===== src/rtl/e2prom_bist.sv =====
// EEPROM built-in self-test: writes a pattern over an address window
// through the byte-level I2C master, then reads it back and verifies it.
module e2prom_bist #(
  parameter logic [13:0] WR_WAIT_CYCLES = 14'd12000,
  parameter int          MAX_RETRY      = 2,
  parameter int          ERR_CNT_W      = 16
) (
  input  logic                 clk,
  input  logic                 rst_n,
  input  logic                 start,
  input  logic [1:0]           mode,
  input  logic                 skip_write,
  input  logic                 stop_on_err,
  input  logic [15:0]          base_addr,
  input  logic [15:0]          byte_cnt,
  input  logic [7:0]           seed,
  output logic                 i2c_rh_wl,
  output logic                 i2c_exec,
  output logic [15:0]          i2c_addr,
  output logic [7:0]           i2c_data_w,
  input  logic [7:0]           i2c_data_r,
  input  logic                 i2c_done,
  input  logic                 i2c_ack,
  output logic                 busy,
  output logic                 done,
  output logic                 pass,
  output logic [ERR_CNT_W-1:0] err_cnt,
  output logic [15:0]          first_err_addr,
  output logic [7:0]           first_err_data
);

  localparam int RW = (MAX_RETRY < 1) ? 1 : $clog2(MAX_RETRY + 1);
  localparam logic [RW-1:0] RETRY_MAX = RW'(MAX_RETRY);

  typedef enum logic [2:0] {
    IDLE,
    WR_WAIT,
    WR_EXEC,
    WR_BUSY,
    RD_EXEC,
    RD_BUSY,
    FINISH
  } state_e;

  state_e                 state_q, state_d;
  logic [1:0]             mode_q, mode_d;
  logic                   stop_q, stop_d;
  logic [15:0]            base_q, base_d;
  logic [15:0]            cnt_q, cnt_d;
  logic [7:0]             seed_q, seed_d;
  logic [15:0]            idx_q, idx_d;
  logic [7:0]             lfsr_q, lfsr_d;
  logic [13:0]            wait_q, wait_d;
  logic [RW-1:0]          retry_q, retry_d;
  logic                   final_q, final_d;
  logic [ERR_CNT_W-1:0]   errc_q, errc_d;
  logic [15:0]            fea_q, fea_d;
  logic [7:0]             fed_q, fed_d;
  logic                   pass_q, pass_d;
  logic                   done_q, done_d;
  logic                   busy_q, busy_d;

  logic [15:0] addr;
  logic [7:0]  exp_data;
  logic [7:0]  lfsr_nxt;
  logic        last;
  logic        err;
  logic [7:0]  err_data;
  logic        adv;

  assign addr     = base_q + idx_q;
  assign lfsr_nxt = {lfsr_q[6:0],
                     lfsr_q[7] ^ lfsr_q[5] ^ lfsr_q[4] ^ lfsr_q[3]};
  assign last     = ((idx_q + 16'd1) == cnt_q);

  always_comb begin
    exp_data = seed_q;
    unique case (mode_q)
      2'd0: exp_data = seed_q + idx_q[7:0];
      2'd1: exp_data = ~addr[7:0];
      2'd2: exp_data = lfsr_q;
      2'd3: exp_data = seed_q;
      default: exp_data = seed_q;
    endcase
  end

  always_comb begin
    state_d  = state_q;
    mode_d   = mode_q;
    stop_d   = stop_q;
    base_d   = base_q;
    cnt_d    = cnt_q;
    seed_d   = seed_q;
    idx_d    = idx_q;
    lfsr_d   = lfsr_q;
    wait_d   = wait_q;
    retry_d  = retry_q;
    final_d  = final_q;
    errc_d   = errc_q;
    fea_d    = fea_q;
    fed_d    = fed_q;
    pass_d   = pass_q;
    done_d   = 1'b0;
    err      = 1'b0;
    err_data = 8'h00;
    adv      = 1'b0;

    unique case (state_q)
      IDLE: begin
        if (start) begin
          mode_d  = mode;
          stop_d  = stop_on_err;
          base_d  = base_addr;
          cnt_d   = byte_cnt;
          seed_d  = seed;
          idx_d   = 16'd0;
          lfsr_d  = (seed == 8'h00) ? 8'h01 : seed;
          wait_d  = 14'd0;
          retry_d = '0;
          final_d = 1'b0;
          errc_d  = '0;
          fea_d   = 16'd0;
          fed_d   = 8'h00;
          pass_d  = 1'b0;
          if (byte_cnt == 16'd0) state_d = FINISH;
          else if (skip_write)   state_d = RD_EXEC;
          else                   state_d = WR_WAIT;
        end
      end
      WR_WAIT: begin
        if ((wait_q + 14'd1) >= WR_WAIT_CYCLES) begin
          wait_d = 14'd0;
          if (final_q) begin
            // write phase done: rewind for verification
            final_d = 1'b0;
            idx_d   = 16'd0;
            retry_d = '0;
            lfsr_d  = (seed_q == 8'h00) ? 8'h01 : seed_q;
            state_d = RD_EXEC;
          end else begin
            state_d = WR_EXEC;
          end
        end else begin
          wait_d = wait_q + 14'd1;
        end
      end
      WR_EXEC: state_d = WR_BUSY;
      WR_BUSY: begin
        if (i2c_done) begin
          if (!i2c_ack) begin
            adv = 1'b1;
          end else if (retry_q != RETRY_MAX) begin
            retry_d = retry_q + 1'b1;
            state_d = WR_WAIT;
          end else begin
            err = 1'b1;
            adv = 1'b1;
          end
        end
      end
      RD_EXEC: state_d = RD_BUSY;
      RD_BUSY: begin
        if (i2c_done) begin
          if (i2c_ack && retry_q != RETRY_MAX) begin
            retry_d = retry_q + 1'b1;
            state_d = RD_EXEC;
          end else if (i2c_ack) begin
            err = 1'b1;
            adv = 1'b1;
          end else begin
            err      = (i2c_data_r != exp_data);
            err_data = i2c_data_r;
            adv      = 1'b1;
          end
        end
      end
      FINISH: begin
        pass_d  = (errc_q == '0);
        done_d  = 1'b1;
        state_d = IDLE;
      end
      default: state_d = IDLE;
    endcase

    if (err) begin
      if (errc_q == '0) begin
        fea_d = addr;
        fed_d = err_data;
      end
      if (errc_q != '1) errc_d = errc_q + 1'b1;
    end

    if (adv) begin
      idx_d   = idx_q + 16'd1;
      retry_d = '0;
      lfsr_d  = lfsr_nxt;
      if (err && stop_q) begin
        state_d = FINISH;
      end else if (state_q == WR_BUSY) begin
        state_d = WR_WAIT;
        final_d = last;
      end else begin
        state_d = last ? FINISH : RD_EXEC;
      end
    end

    busy_d = (state_d != IDLE);
  end

  always_ff @(posedge clk or negedge rst_n) begin
    if (!rst_n) begin
      state_q <= IDLE;
      mode_q  <= 2'd0;
      stop_q  <= 1'b0;
      base_q  <= 16'd0;
      cnt_q   <= 16'd0;
      seed_q  <= 8'h00;
      idx_q   <= 16'd0;
      lfsr_q  <= 8'h00;
      wait_q  <= 14'd0;
      retry_q <= '0;
      final_q <= 1'b0;
      errc_q  <= '0;
      fea_q   <= 16'd0;
      fed_q   <= 8'h00;
      pass_q  <= 1'b0;
      done_q  <= 1'b0;
      busy_q  <= 1'b0;
    end else begin
      state_q <= state_d;
      mode_q  <= mode_d;
      stop_q  <= stop_d;
      base_q  <= base_d;
      cnt_q   <= cnt_d;
      seed_q  <= seed_d;
      idx_q   <= idx_d;
      lfsr_q  <= lfsr_d;
      wait_q  <= wait_d;
      retry_q <= retry_d;
      final_q <= final_d;
      errc_q  <= errc_d;
      fea_q   <= fea_d;
      fed_q   <= fed_d;
      pass_q  <= pass_d;
      done_q  <= done_d;
      busy_q  <= busy_d;
    end
  end

  assign i2c_exec       = (state_q == WR_EXEC) || (state_q == RD_EXEC);
  assign i2c_rh_wl      = (state_q == RD_EXEC) || (state_q == RD_BUSY);
  assign i2c_addr       = addr;
  assign i2c_data_w     = exp_data;
  assign busy           = busy_q;
  assign done           = done_q;
  assign pass           = pass_q;
  assign err_cnt        = errc_q;
  assign first_err_addr = fea_q;
  assign first_err_data = fed_q;

endmodule


===== config.mk =====
export PLATFORM = sky130hd
export DESIGN_NAME = e2prom_bist
export DESIGN_NICKNAME = d
export VERILOG_FILES = /design/src/rtl/e2prom_bist.sv
export SDC_FILE = /design/constraint.sdc
export NUM_CORES = 1
export LEC_CHECK = 0
export ABC_AREA = 1
export ABC_CLOCK_PERIOD_IN_PS = 3400
export BUFFER_PORTS_ARGS = -buffer_cell sky130_fd_sc_hd__buf_2
export CAP_MARGIN = 20
export CORE_MARGIN = 5
export CORE_UTILIZATION = 58
export CTS_CLUSTER_DIAMETER = 120
export CTS_CLUSTER_SIZE = 28
export DETAILED_ROUTE_END_ITERATION = 10
export GPL_TIMING_DRIVEN = 0
export PLACE_DENSITY = 0.81
export SYNTH_ARGS = -nofsm -noshare
export SYNTH_HDL_FRONTEND = slang
export SYNTH_SLANG_ARGS = --single-unit

===== constraint.sdc =====
create_clock -name clk -period 3.4 [get_ports clk]
set_clock_uncertainty 0.05 [all_clocks]
set_input_delay 0.51 -clock clk [delete_from_list [all_inputs] [get_ports clk]]
set_output_delay 0.51 -clock clk [all_outputs]
set_load 0.05 [all_outputs]

==> impl_metrics.toml <==
[status]
status = "complete, but fails checks"
violations = "negative hold slack"

[sta]
period_minus_slack_ns = 3.302
hold_violations = 8
worstMarginPinSlew_ns = 1.122
slew_headroom_pct = 24.66
finalCritPeriodShare_pct = 97.12
hold_slack_ns = -0.003098
timing.final.max_slew_violations = 0
setup_viol_count_final = 0
fmax_ghz = 0.3028
fin_ws_ns = 0.09784
grt_setup_unrepaired = "yes"

[worst_setup_path]
r2r_end = "first_err_addr[12]"
crit_end = "i2c_addr[12]"
cp.depth = 12
r2r-start = "idx_q[0]"
reg2regPathDepth = 21
critPathMaxStageDelay_ns = 0.43
critical_path_arrival_ns = 2.74
critPathTopFamily = "adder cells"
r2r_slack_ns = 0.18
critPathRequiredTime_ns = 2.84
crit_path_max_fanout = 4
startpoint = "idx_q[0]"
critPathCaptureType = "primary output"
path_cells = "ha_2 > fa_2 > nand2_1 > nand2_1 > nand3b_1 > nand2_2 > nand3_1 > nand2_1 > a31oi_2 > o21ai_1 > xor2_1 > buf_4"
worst-path-buf-inv = 1
worst-setup-path-type = "flop to primary output"
cp-start-kind = "flop"
slowest_stage = "dfrtp_2"
crit_top_cell = "nand2_1"

[floorplanning]
die_w_um = 129.6
die_y_um = 129.6
core_area_um2 = 13930
rows = 43
io_pins = 126
start_util_pct = 59.57
dieArea_um2 = 16800

[finish]
final_area_um2 = 9847
syn_to_final_growth_pct = 18.63
multi_input_area_um2 = 4329
seq_area_um2 = 3254
most-common-layout-cells = "nand2_1 (353), inv_1 (149), dfrtp_1 (129)"
stdcell_count = 1481
drive_above_1_share_pct = 16.83
insertedDiodeCount = 0
layout_commonest_cell = "nand2_1"
nets = 1374
n_fill_cell = 1153

[place]
place_inst = 1447
dpl.hpwl_um = 17020
dp_worst_setup_slack_ns = 0.1017
gp_congestion = 0.9291
io_buffers = 125
placed_area_um2 = 9185

[global_routing]
grt_overflow = 0
grt.busiest_layer = "met2"
use_met1_pct = 38.42
grt_pass1_vias = 7556
grtUsageMet3_pct = 4.905
grt_use_total_pct = 27.86
antenna_found_initial = 1
grt_max_degree = 77
met2_usage_pct = 44.46
grt_pass1_wl_um = 36870

[power_and_ir_drop]
p_int_mw = 4.716
seqPwrFrac_pct = 25.9
peakVddDrop_mv = 0.5225
power.switching_fraction_pct = 50.46
clockPowerShare_pct = 20.0
power_density_nw_per_um2 = 966.6
power_frac_comb_pct = 54.1
power.leakage_nw = 5.103
netSwitchingPower_mw = 4.803

[drt]
vias = 8247
routedWlPerCell_um = 15.69
postRouteAntennaNets = 0
viasPerCell = 5.569
firstDrtPassIters = 8
drtIter0Drc = 825
drcViolationCount = 0
wirelength_um = 23240

[synth]
yosys_register_bits = 130
syn-cell-area_um2 = 8300
syn-num-nets = 1227
synth_edf_count = 0
async_reset_ff_share_pct = 100.0
syn_area_per_cell_um2 = 7.275
synth_seq_area_share_pct = 39.19
synth_warnings = 0
synth-main-ff-cell = "dfrtp_1"
synthCells = 1141
yosysUniqueCellTypes = 45

[run]
max_cap_violations = 0

[clock_tree]
cts_buffers = 17
cts_tree = "built"
cts_buffer_depth = 2
clock_latency_ns = 0.43
cts.sinks = 130
clockRootBuffer = "clkbuf_16"
path_clk_slew_ns = 0.06
cts_max_level = 4

[hold_path]
hold_class = "input port to asynchronous set/reset pin"
-- worst min-delay path by stage --
stage	startpoint	end	slack, ns	cells after the start
final	rst_n	cnt_q[14]	-0.003	1
after global routing	rst_n	idx_q[15]	0.03	1
after CTS	rst_n	cnt_q[10]	0.006	1
after detailed placement	base_q[9]	base_q[9]	0.42	2
after global placement	base_q[5]	base_q[5]	0.41	2
after floorplan	rst_n	base_q[0]	0.16	0
-- stage by stage --
step / TNS [ns] / util [%] / power (mW) / hold slack [ns]
2_1_floorplan: 0 / - / 6.227 / 0.1644
3_3_place_gp: -0.01321 / 65.67 / 7.397 / 0.4138
3_5_place_dp: 0 / 65.92 / 7.479 / 0.4165
4_1_cts: 0 / 70.49 / 9.442 / 0.005597
5_1_grt: -0.08760 / 70.67 / 10.11 / 0.03433
6_report: 0 / 70.67 / 9.518 / -0.003098
-- power by group through the flow --
stage	sequential, mW	combinational [mW]	clock [mW]
after global placement	2.47	4.93	0
after detailed placement	2.48	5.00	0
after CTS	2.45	5.07	1.92
final	2.47	5.15	1.91
after global routing	2.52	5.59	1.99
after floorplan	2.78	3.45	0
-- routing by layer --
metal  share of wire, %  vias up
met5              0.056        -
met4                2.3        2
met3                9.5       44
met2                 46      427
met1                 42     3743
li1                   -     4031
-- what timing repair did --
item,4_1_cts,5_1_grt
hold endpoints to repair,0,0
endpoints found under the setup margin,2,6
hold buffers,0,0
buffers inserted,2,0
pin swaps,1,2
gates resized for setup,3,10
-- cell families after synthesis --
family,Yosys count,synth area share [%]
XOR/XNOR,41,4.492
AO/OA/AOI/OAI,182,12.92
buffers and inverters,185,8.939
adder cells (fa/ha/maj),29,4.552
flip-flops,130,39.19
AND/OR/NAND/NOR,574,29.91
-- sequential cells by signal, indices dropped and copies added (netlist names) --
register,cells
pass,1
final_q,1
retry_q,2
base_q,16
err_cnt,16
seed_q,8
done,1
state_q,3
idx_q,16
cnt_q,16
mode_q,2
busy,1
stop_q,1
wait_q,14
first_err_addr,16
lfsr_q,8
first_err_data,8
-- Yosys cell counts, drive strengths merged, types with 4 or more instances --
cell type	number	area, um2
nand3	86	430.4
ha	27	337.8
a31oi	7	43.79
nand3b	11	82.58
inv	153	574.3
buf	15	103.8
dfrtp	130	3253
nor4	10	62.56
o211ai	12	90.09
nor2	64	275.3
xnor2	8	70.07
o21ai	101	565.5
nor3	20	116.4
nand4	14	87.58
or2	4	25.03
xor2	32	280.3
nand2	364	1396
a21oi	28	140.1
clkbuf	17	63.81
o22ai	24	150.1
-- layout make-up --
type | instances | share of cell area, %
clock inverter | 13 | 1.614
buffer | 32 | 1.728
multi-input combinational | 826 | 43.96
tap | 180 | 2.287
inverter | 153 | 5.832
clock buffer | 19 | 4.600
sequential | 130 | 33.05
timing repair buffer | 128 | 6.925
(Power assumes the default switching activity.)
